### config.mk
export PLATFORM = sky130hd
export DESIGN_NAME = i2s_codec_responder
export DESIGN_NICKNAME = d
export VERILOG_FILES = /design/src/rtl/codec_pkg.sv /design/src/rtl/sync_edge_det.sv /design/src/rtl/i2s_codec_responder.sv
export SDC_FILE = /design/constraint.sdc
export NUM_CORES = 1
export LEC_CHECK = 0
export CORE_MARGIN = 3
export CORE_UTILIZATION = 40
export DETAILED_ROUTE_END_ITERATION = 8
export GPL_TIMING_DRIVEN = 0
export HOLD_SLACK_MARGIN = 0.08
export PLACE_DENSITY = 0.73
export SLEW_MARGIN = 15
export SYNTH_ARGS = -nofsm -noshare
export SYNTH_HDL_FRONTEND = slang
export SYNTH_SLANG_ARGS = --single-unit
### constraint.sdc
create_clock -name clk -period 3 [get_ports clk]
set_input_delay 0.6 -clock clk [delete_from_list [all_inputs] [get_ports clk]]
set_output_delay 0.6 -clock clk [all_outputs]
set_load 0.01 [all_outputs]
### src/rtl/codec_pkg.sv
// Shared I2S link constants and channel encoding, used by both the codec
// interface master and this codec-side responder.
package codec_pkg;

  localparam int DATA_W      = 16;
  localparam int MCLK_DIV    = 4;
  localparam int SCLK_DIV    = 32;
  localparam int LRCLK_DIV   = 1024;
  localparam int BITS_PER_CH = 16;

  typedef enum logic {
    CH_LEFT  = 1'b0,
    CH_RIGHT = 1'b1
  } channel_e;

  // LRCLK low carries the left channel, high carries the right channel.
  function automatic channel_e lr_to_channel(input logic lrclk);
    return lrclk ? CH_RIGHT : CH_LEFT;
  endfunction

endpackage

### src/rtl/sync_edge_det.sv
// Multi-stage synchroniser with a history flop and single-cycle rise/fall strobes.
// Strobes stay masked until the history flop holds a real pin sample, so the
// reset level never shows up as an edge.
module sync_edge_det #(
  parameter int   STAGES  = 2,
  parameter logic RST_VAL = 1'b0
) (
  input  logic clk,
  input  logic rst_n,
  input  logic i_pin,
  output logic o_level,
  output logic o_rise,
  output logic o_fall
);

  logic [STAGES-1:0] r_sync;
  logic              r_hist;
  logic [STAGES:0]   r_vld;

  always_ff @(posedge clk or negedge rst_n) begin
    if (!rst_n) begin
      r_sync <= {STAGES{RST_VAL}};
      r_hist <= RST_VAL;
      r_vld  <= '0;
    end else begin
      // NOTE: non-blocking assignments make every stage take its neighbour's
      // pre-edge value, which is what turns this into a shift chain.
      r_sync <= {r_sync[STAGES-2:0], i_pin};
      r_hist <= r_sync[STAGES-1];
      r_vld  <= {r_vld[STAGES-1:0], 1'b1};
    end
  end

  assign o_level = r_sync[STAGES-1];
  assign o_rise  = r_vld[STAGES] &  o_level & ~r_hist;
  assign o_fall  = r_vld[STAGES] & ~o_level &  r_hist;

endmodule

### src/rtl/i2s_codec_responder.sv
// Codec-side I2S endpoint: oversamples LRCLK/SCLK/SD_in, captures DAC words,
// serialises ADC words with the I2S one-bit delay and flags malformed half-frames.
module i2s_codec_responder
  import codec_pkg::*;
#(
  parameter int DATA_W      = codec_pkg::DATA_W,
  parameter int SYNC_STAGES = 2
) (
  input  logic              clk,
  input  logic              rst_n,
  input  logic              LRCLK,
  input  logic              SCLK,
  input  logic              SD_in,
  input  logic [DATA_W-1:0] adc_left,
  input  logic [DATA_W-1:0] adc_right,
  output logic              adc_req,
  output logic              SD_out,
  output logic [DATA_W-1:0] dac_left,
  output logic [DATA_W-1:0] dac_right,
  output logic              dac_valid,
  output logic              sync_err
);

  localparam logic [4:0] C_BITS    = 5'(DATA_W);
  localparam logic [4:0] C_CNT_MAX = 5'd31;

  logic w_lr_level, w_lr_rise, w_lr_fall;
  logic w_sclk_level, w_sclk_rise, w_sclk_fall;
  logic w_sd_level, w_sd_rise, w_sd_fall;
  logic w_lr_edge;
  logic w_unused_edges;
  channel_e w_new_ch;
  logic [DATA_W-1:0] w_rx_next;

  logic [DATA_W-1:0] r_tx_shreg;
  logic              r_sd_out;
  logic              r_adc_req;
  logic [DATA_W-1:0] r_rx_shreg;
  logic [DATA_W-1:0] r_dac_left;
  logic [DATA_W-1:0] r_dac_right;
  logic              r_dac_valid;
  logic              r_pend_l;
  logic              r_pend_r;
  logic              r_have_left;
  logic [4:0]        r_bit_cnt;
  logic              r_armed;
  logic              r_sync_err;

  sync_edge_det #(.STAGES(SYNC_STAGES), .RST_VAL(1'b1)) u_lr_sync (
    .clk(clk), .rst_n(rst_n), .i_pin(LRCLK),
    .o_level(w_lr_level), .o_rise(w_lr_rise), .o_fall(w_lr_fall)
  );

  sync_edge_det #(.STAGES(SYNC_STAGES), .RST_VAL(1'b1)) u_sclk_sync (
    .clk(clk), .rst_n(rst_n), .i_pin(SCLK),
    .o_level(w_sclk_level), .o_rise(w_sclk_rise), .o_fall(w_sclk_fall)
  );

  sync_edge_det #(.STAGES(SYNC_STAGES), .RST_VAL(1'b0)) u_sd_sync (
    .clk(clk), .rst_n(rst_n), .i_pin(SD_in),
    .o_level(w_sd_level), .o_rise(w_sd_rise), .o_fall(w_sd_fall)
  );

  assign w_unused_edges = w_sclk_level | w_sd_rise | w_sd_fall;
  assign w_lr_edge      = w_lr_rise | w_lr_fall;
  assign w_new_ch       = lr_to_channel(w_lr_level);
  assign w_rx_next      = {r_rx_shreg[DATA_W-2:0], w_sd_level};

  // Transmit: the word loaded at an LRCLK edge starts leaving one SCLK fall later.
  always_ff @(posedge clk or negedge rst_n) begin
    if (!rst_n) begin
      r_tx_shreg <= '0;
      r_sd_out   <= 1'b0;
      r_adc_req  <= 1'b0;
    end else begin
      r_adc_req <= 1'b0;
      if (w_sclk_fall) begin
        r_sd_out <= r_tx_shreg[DATA_W-1];
        if (w_lr_fall) begin
          r_tx_shreg <= adc_left;
          r_adc_req  <= 1'b1;
        end else if (w_lr_rise) begin
          r_tx_shreg <= adc_right;
        end else begin
          r_tx_shreg <= {r_tx_shreg[DATA_W-2:0], 1'b0};
        end
      end
    end
  end

  // Receive: the first SCLK rise after an LRCLK edge samples the finished word's LSB.
  // A right word only completes a pair if its left partner was captured this frame.
  always_ff @(posedge clk or negedge rst_n) begin
    if (!rst_n) begin
      r_rx_shreg  <= '0;
      r_dac_left  <= '0;
      r_dac_right <= '0;
      r_dac_valid <= 1'b0;
      r_pend_l    <= 1'b0;
      r_pend_r    <= 1'b0;
      r_have_left <= 1'b0;
    end else begin
      r_dac_valid <= 1'b0;
      if (w_sclk_rise) begin
        r_rx_shreg <= w_rx_next;
        if (r_pend_l) r_dac_left <= w_rx_next;
        if (r_pend_r) begin
          r_dac_right <= w_rx_next;
          r_dac_valid <= 1'b1;
        end
      end

      if (w_lr_edge && r_armed && w_new_ch == CH_RIGHT) r_pend_l <= 1'b1;
      else if (w_sclk_rise)                            r_pend_l <= 1'b0;

      if (w_lr_edge && r_have_left && w_new_ch == CH_LEFT) r_pend_r <= 1'b1;
      else if (w_sclk_rise)                                r_pend_r <= 1'b0;

      if (w_sclk_rise && r_pend_l)                r_have_left <= 1'b1;
      else if (w_lr_edge && w_new_ch == CH_LEFT)  r_have_left <= 1'b0;
    end
  end

  // Half-frame length check; the half-frame in progress at reset release is not judged.
  always_ff @(posedge clk or negedge rst_n) begin
    if (!rst_n) begin
      r_bit_cnt  <= '0;
      r_armed    <= 1'b0;
      r_sync_err <= 1'b0;
    end else begin
      r_sync_err <= 1'b0;
      if (w_lr_edge) begin
        r_bit_cnt <= '0;
        r_armed   <= 1'b1;
        if (r_armed && r_bit_cnt != C_BITS) r_sync_err <= 1'b1;
      end else if (w_sclk_rise && r_bit_cnt != C_CNT_MAX) begin
        r_bit_cnt <= r_bit_cnt + 5'd1;
      end
    end
  end

  assign adc_req   = r_adc_req;
  assign SD_out    = r_sd_out;
  assign dac_left  = r_dac_left;
  assign dac_right = r_dac_right;
  assign dac_valid = r_dac_valid;
  assign sync_err  = r_sync_err;

endmodule

Word-level counts from Yosys, hierarchy flattened. Cells that the tools add are included.

Output and inout bits: 36. Bits of input ports: 37. Register bits after elaboration: 90. Logic and storage cells: 67.

Bitwise gates (word level): 14. Reduce and logical (&&, ||, !) cells: 14. Add/subtract/negate cells: 1. Mux-type cells: 16. Equality and inequality tests: 2.

Operators by type and width (number): two-way mux 16 bit (2); two-way mux 1 bit (12); two-way mux 5 bit (2); != test 5 bit (second input constant) (2); bitwise AND 1 bit (8); logical AND 1 bit (8); nonzero test 2 bit (4); adder 5 x 1 -> 5 bit (second input constant) (1); NOT 1 bit (5); AND reduction 2 bit (2); bitwise OR 1 bit (1).

Longest topological paths before layout. Gate-level depths: netlist of the first run.

Word-level depth: 7. Depth in mapped cells: 6. Mapped depth without buffers: 6.

Modules after synthesis. Synthesis of the first run repeated with hierarchy kept, for this count alone.

Cell total of the unflattened synthesis: 287. Area, all modules: 3741.1 µm².

By module, submodules not included: i2s_codec_responder (cells each 260, instances 1, area an instance 3219.3 µm², sequential area each 1901.8 µm²); sync_edge_det at u_lr_sync ... (cells each 9, instances 2, area an instance 175.2 µm², sequential area each 153.9 µm²); sync_edge_det at u_sd_sync (cells each 9, instances 1, area an instance 171.4 µm², sequential area each 150.1 µm²).

Least setup slack after synthesis of the first run. Ideal clock, no wire load.

Path kind: register -> register. Start point: register r_bit_cnt[0]. End point: register r_bit_cnt[2]. Clock period less this slack: 1700 ps. Setup time: 101 ps. Path buffers: 0. Data arrival time: 1599 ps. Data required time: 2899 ps. Setup slack: 1300 ps. Stages on the path, launching flop included: 7. Path through: dfrtp_1 -> ha_1 -> and3_1 -> ha_1 -> and4bb_2 -> nor2_1 -> nor4_1.

Longest elaborated chain between the ends: 3. Elaborated cells on any way between the ends: 6. Classes of those cells: add/sub (1); eq/ne (1); mux (2); reduce/logical (2).

Ends and longest elaborated chain: start: declaration (line i2s_codec_responder.sv:45) `logic [4:0] r_bit_cnt;`; start signal: assignment (line i2s_codec_responder.sv:137) `r_bit_cnt <= r_bit_cnt + 5'd1;`; adder 5 x 1 -> 5 bit / != test 5 bit (equally long branches) (line i2s_codec_responder.sv:137, i2s_codec_responder.sv:136); two-way mux 5 bit / logical AND 1 bit (equally long branches) (line i2s_codec_responder.sv:136) `end else if (w_sclk_rise && r_bit_cnt != C_CNT_MAX) begin`; two-way mux 5 bit / nonzero test 2 bit (equally long branches).

Parallel ways exist; a longest one is shown, timed or not. The select of a mux whose other input is x is not followed. A chain may end at the register's enable or synchronous reset.

Worst setup path in the final report of the first run.
Start point: register r_dac_right[6] (netlist: dac_right[6]). End point: output port dac_right[6].

RTL lines: start: declaration (line i2s_codec_responder.sv:40) `logic [DATA_W-1:0] r_dac_right;`; start signal: assignment (line i2s_codec_responder.sv:108) `r_dac_right <= w_rx_next;`; end: declaration (line i2s_codec_responder.sv:19) `output logic [DATA_W-1:0] dac_right,`.

No word-level cell between the ends.

==> run_results.csv, run 1 <==
group,metric,value,unit
status,status,"complete, no violations",
power_and_ir_drop,p_int,1.99,mW
route,drtIter0Drc,86,
timing,post-route-period-util,63.0,%
synth,synth.most_common_cell,"dfrtp_1",
setup_path,cp.arrival,1290,ps
synth,ys_ff_latch,87,
route,routed_via_density,5.02,
route,routedWlPerCell,14.9,microns
setup_path,critPathCaptureType,"output port",
clock_tree,hold_buffers,0,
die,die_w,102,microns
synth,synth_cell_type_count,34,
placed_design,pre_cts_ws,1120,ps
power_and_ir_drop,p_sw,0.777,mW
power_and_ir_drop,powerDensity,581,nW/um^2
synth,synth_edf_count,0,
die,row_count,34,
global_route,grt_max_degree,61,
setup_path,reg2reg_to,"r_bit_cnt[2]",
setup_path,r2r_setup_slack,1120,ps
setup_path,crit_path_max_incr_delay,550,ps
power_and_ir_drop,leakage,2.32,nW
timing,drv_slew,0,
setup_path,path_cells,"clkdlybuf4s50_1",
synth,yosysWarnings,0,
clock_tree,clk_path_buf_depth,2,
placed_design,dp_hpwl,5240,microns
route,wirelength,7280,microns
power_and_ir_drop,p_sw_share,28.1,%
timing,fin_crit,1890,ps
timing,finalHoldViolations,0,
setup_path,reg2reg_depth,6,
synth,synth_nets,330,
synth,yosys.area.top_type,"dfrtp_1",
die,die_area,10400,sq um
timing,fmax,0.529,GHz
power_and_ir_drop,fin_total_pwr,2.76,mW
hold_path,hold_class,"in2async",
route,antenna_left,0,
setup_path,critPathKind,"reg2out",
clock_tree,cts_tree,"yes",
synth,syn-instance-count,290,
die,die_y,102,microns
power_and_ir_drop,comb_power_share,19.7,%
run,cap_violations,0,
route,drcViolationCount,0,
cells_and_area,final_core_util,53.8,%
global_route,grt_pass1_vias,2482,
synth,syn-cell-area,3700,sq um
synth,seq_area_frac_synth,59.1,%
setup_path,start_kind,"register",
die,io_pins,73,
setup_path,cp_max_fo,2,
synth,synth_top_area_share,54.8,%
die,core,8850,sq um
synth,synthArstFlopShare,100,%
global_route,gr-usage-all-layers,15.0,%
route,dr_total_vias,2447,
placed_design,port_buffers,72,
cells_and_area,layout-drive-gt1-share,17.9,%
timing,finClkSkew,10.2,ps
synth,syn_avg_cell_area,12.7,sq um
setup_path,r2r-start,"r_bit_cnt[0]",
route,drtPass1Iterations,4,
global_route,grt_overflow,0,
placed_design,place_congestion,0.773,
clock_tree,clk_latency,360,ps
die,initial_core_util,41.8,%
synth,synthFlopType,"dfrtp_1",
power_and_ir_drop,ir_drop,0.314,mV
cells_and_area,n_antenna_cell,0,
global_route,grt_pass1_wl,12400,microns
clock_tree,postCtsSetupBuffers,0,
synth,synth_area_leaders,"dfrtp_1 (55%), mux2i_1 (8.1%), mux2_4 (7.7%), nand2_1 (6.9%), dfstp_2 (4.3%)",
setup_path,timing.critical_path.required,2400,ps
timing,rsz0062_at_grt,"false",
clock_tree,clkTransAtPathRegs,90,ps
power_and_ir_drop,seqPwrFrac,53.0,%
clock_tree,htreeDepth,3,
setup_path,critPathTopFamily,"buffers and inverters",
setup_path,critPathBufInv,1,
cells_and_area,area_growth,28.8,%
timing,setup_viol,0,
clock_tree,cts_made_buffers,9,
cells_and_area,nets,414,
clock_tree,cts-root-buf,"clkbuf_8",
clock_tree,cts_resized,0,
timing,worst_slack,1110,ps
clock_tree,cts.sinks,87,
synth,ys_top_cells_by_count,"dfrtp_1 (81), nand2_1 (68), mux2i_1 (30), mux2_4 (19), o221ai_1 (15)",
setup_path,cp_slowest_cell,"clkdlybuf4s50_1",
power_and_ir_drop,p_clk_share,27.3,%
global_route,antenna_found_initial,0,
[sequential cells by signal, indices dropped and copies added (netlist names), 2 cells and up]
| register | cells |
|---|---|
| u_sd_sync.r_sync | 2 |
| u_lr_sync.r_vld | 2 |
| u_lr_sync.r_sync | 2 |
| r_rx_shreg | 15 |
| r_tx_shreg | 16 |
| dac_right | 16 |
| u_sclk_sync.r_sync | 2 |
| dac_left | 16 |
| r_bit_cnt | 5 |
[power by group through the flow]
stage | registers (mW) | clock network (mW) | logic (mW)
after floorplan | 1.49 | 0 | 0.253
after global placement | 1.48 | 0 | 0.530
after detailed placement | 1.49 | 0 | 0.553
after CTS | 1.47 | 0.783 | 0.553
after global routing | 1.49 | 0.833 | 0.599
final | 1.47 | 0.755 | 0.544
[per-stage QoR]
step	std cells	TNS, ps	cell area (sq um)	hold slack (ps)
after floorplan	290	0	3700	304
after global placement	470	-145930	4550	331
after detailed placement	471	0	4580	335
after CTS	487	0	4760	144
after global routing	487	0	4760	145
final	487	0	4760	151
[cells in the final DEF (no fill, tap or decap), types with 3 or more instances in the layout]
cell type	n
dfrtp_1	81
clkdlybuf4s50_1	71
nand2_1	68
mux2i_1	30
mux2_4	19
o221ai_1	15
mux2_2	14
clkbuf_8	9
clkbuf_1	7
dfstp_2	6
nor2_1	5
inv_1	4
buf_2	4
buf_6	3
a21oi_1	3
o21ai_0	3
ha_1	3
[layer usage]
| metal | part of all wire (%) | GRT usage [%] | vias up |
|---|---|---|---|
| li1 | - | - | 1179 |
| met5 | 0 | 0 | - |
| met3 | 5.8 | 5.39 | 6 |
| met4 | 0.78 | 3.33 | 0 |
| met1 | 46 | 20.0 | 1188 |
| met2 | 48 | 23.7 | 74 |
[cells by family (layout without fill, tap and decap cells)]
group	after synthesis	after routing	share of synthesized area, %
AND/OR/NAND/NOR	89	89	10.7
AO/OA/AOI/OAI	27	27	5.79
flip-flops	87	87	59.1
multiplexers	63	63	20.1
other	1	1	0.101
adder cells (fa/ha/maj)	3	3	1.02
XOR/XNOR	2	2	0.474
buffers and inverters	18	107	2.67
[cell type report]
| cell class | count | area (sq um) |
|---|---|---|
| Buffer | 14 | 83.8 |
| Sequential cell | 87 | 2180 |
| Tap cell | 108 | 135 |
| Clock inverter | 6 | 55.1 |
| Inverter | 4 | 15.0 |
| Timing Repair Buffer | 73 | 746 |
| Fill cell | 777 | 4090 |
| Clock buffer | 10 | 128 |
| Multi-Input combinational cell | 185 | 1410 |
[how the worst max path moves through the flow]
stage / start / end / cells after the start
2_1_floorplan: r_bit_cnt[0] / r_bit_cnt[2] / 6
3_3_place_gp: rst_n / r_tx_shreg[9] / 1
3_5_place_dp: r_bit_cnt[0] / r_bit_cnt[2] / 6
4_1_cts: dac_left[4] / dac_left[4] / 1
5_1_grt: r_bit_cnt[0] / r_bit_cnt[2] / 6
6_report: dac_right[6] / dac_right[6] / 1
Note: power is estimated with default switching activity, not from simulation.
==> inputs of run 2 (changes only) <==
- clock period: 3 -> 1.9 ns (I/O delays scaled with it)
==> run_results.csv, run 2 (same netlist as run 1, synthesis figures left out) <==
group,metric,value,unit
cells_and_area,layout_commonest_cell,"dfrtp_1",
setup_path,timing.critical_path.required,2150,ps
timing,finalHoldViolations,0,
route,dr_total_vias,2472,
setup_path,cp_max_fo,5,
die,io_pins,73,
global_route,grt_pass1_vias,2490,
timing,post-route-period-util,94.2,%
clock_tree,cts_made_buffers,9,
setup_path,crit_cells,6,
hold_path,hold_class,"reg2reg",
die,die_y,102,microns
cells_and_area,final_core_util,54.3,%
cells_and_area,area_growth,30.0,%
cells_and_area,most-common-layout-cells,"dfrtp_1 (81), clkdlybuf4s50_1 (71), nand2_1 (68)",
timing,fin_crit,1790,ps
setup_path,start_kind,"register",
status,status,"complete, no violations",
placed_design,place_congestion,0.773,
global_route,grt_overflow,0,
clock_tree,clkTransAtPathRegs,80,ps
power_and_ir_drop,powerDensity,911,nW/um^2
timing,finClkSkew,10.5,ps
setup_path,critPathBufInv,0,
cells_and_area,n_antenna_cell,0,
cells_and_area,finalNonFillerCells,490,
die,die_area,10400,sq um
route,antenna_left,0,
placed_design,dp.cells,471,
setup_path,critPathTopFamily,"simple AND/OR/NAND/NOR gates",
global_route,antenna_found_initial,0,
timing,drv_slew,0,
power_and_ir_drop,p_int,3.15,mW
route,drtPass1Iterations,4,
setup_path,cp_slowest_cell,"dfrtp_1",
timing,fin_tns_setup,0,ps
setup_path,critPathCaptureType,"register",
clock_tree,clk_latency,350,ps
die,die_w,102,microns
power_and_ir_drop,p_sw,1.23,mW
hold_path,hold_depth,0,
clock_tree,htreeDepth,3,
setup_path,path_common_cell,"and3_1",
global_route,gr-usage-all-layers,15.1,%
power_and_ir_drop,leakage,2.33,nW
setup_path,cp.arrival,2040,ps
die,initial_core_util,41.8,%
run,cap_violations,0,
clock_tree,clk_path_buf_depth,2,
setup_path,crit_path_max_incr_delay,400,ps
clock_tree,cts-root-buf,"clkbuf_8",
die,row_count,34,
timing,whs,352,ps
placed_design,dp_hpwl,5240,microns
cells_and_area,layout-drive-gt1-share,19.1,%
power_and_ir_drop,p_sw_share,28.1,%
die,core,8850,sq um
clock_tree,cts.sinks,87,
setup_path,path_cells,"ha_2, and3_1, ha_4, and4bb_2, and3_1, nor4_2",
power_and_ir_drop,comb_power_share,19.9,%
placed_design,port_buffers,72,
setup_path,critPathKind,"reg2reg",
route,routedWlPerCell,15.1,microns
timing,setup_viol,0,
timing,rsz0062_at_grt,"false",
timing,fmax,0.559,GHz
power_and_ir_drop,seqPwrFrac,52.9,%
route,drcViolationCount,0,
route,routed_via_density,5.04,
route,wirelength,7380,microns
cells_and_area,nets,417,
power_and_ir_drop,p_clk_share,27.2,%
setup_path,reg2reg_depth,6,
power_and_ir_drop,ir_drop,0.495,mV
clock_tree,cts_tree,"yes",
global_route,grt_pass1_wl,12400,microns
global_route,grt_max_degree,61,
route,drtIter0Drc,107,
run 2: cell types whose count changed in the layout (fill, tap and decap cells not counted):
cell,delta
ha_1,-2
nor4_2,+1
dlygate4sd3_1,+1
ha_2,+1
ha_4,+1
buf_4,+2
nor4_1,-1
run 2: worst paths after layout:
check | from | to | slack, ps
setup / recovery | r_bit_cnt[0] | r_bit_cnt[2] | 110
hold / removal | u_lr_sync.r_vld[1] | u_lr_sync.r_vld[2] | 350
setup reg to reg | r_bit_cnt[0] | r_bit_cnt[2] | 110
hold reg to reg | u_lr_sync.r_vld[1] | u_lr_sync.r_vld[2] | 350
max in group asynchronous | rst_n | u_lr_sync.r_sync[1] | 750
min in group asynchronous | rst_n | dac_right[0] | 490
run 2: power groups by stage:
stage / combinational [mW] / sequential [mW] / clock, mW
floorplan: 0.399 / 2.35 / 0
global route: 0.957 / 2.35 / 1.32
global placement: 0.837 / 2.34 / 0
detailed placement: 0.872 / 2.35 / 0
CTS: 0.877 / 2.31 / 1.24
finish: 0.870 / 2.31 / 1.19
run 2: stage by stage:
stage          area, sq um  total power, mW  setup slack (ps)
6_report              4810             4.38               111
3_3_place_gp          4550             3.18             -2630
5_1_grt               4810             4.63             0.779
2_1_floorplan         3700             2.75               200
4_1_cts               4780             4.43              45.3
3_5_place_dp          4580             3.22              16.3
run 2: what timing repair did:
item | CTS | global route
endpoints found under the setup margin | 1 | 3
pin swaps | 1 | 2
gates resized for setup | 0 | 4
buffers inserted | 1 | 1
hold buffers | 1 | 0
hold endpoints to repair | 27 | 0
run 2: worst register-to-register path, stage by stage (launching register included):
cell and delay (ps):
dfrtp_1 400, ha_2 210, and3_1 210, ha_4 160, and4bb_2 260, and3_1 190, nor4_2 260
run 2: cell type report:
type	count	area, sq um
fill	768	4040
sequential	87	2180
clock inverter	6	55.1
clock buffer	10	128
tap	108	135
inverter	4	15.0
multi-input combinational	185	1430
timing repair buffer	76	771
buffer	14	83.8
run 2: layer usage:
layer	share of wire (%)	GRT usage, %	up-vias
met5	0	0	-
met4	0.80	3.33	0
met3	5.6	5.32	7
met2	48	24.1	72
met1	45	20.1	1208
li1	-	-	1185
==> inputs of run 3 (changes only) <==
- CAP_MARGIN: not set -> 20
- CTS_CLUSTER_DIAMETER: not set -> 60
==> results of run 3 <==
No change in the layout: final DEF, timing and power equal those of run 2.
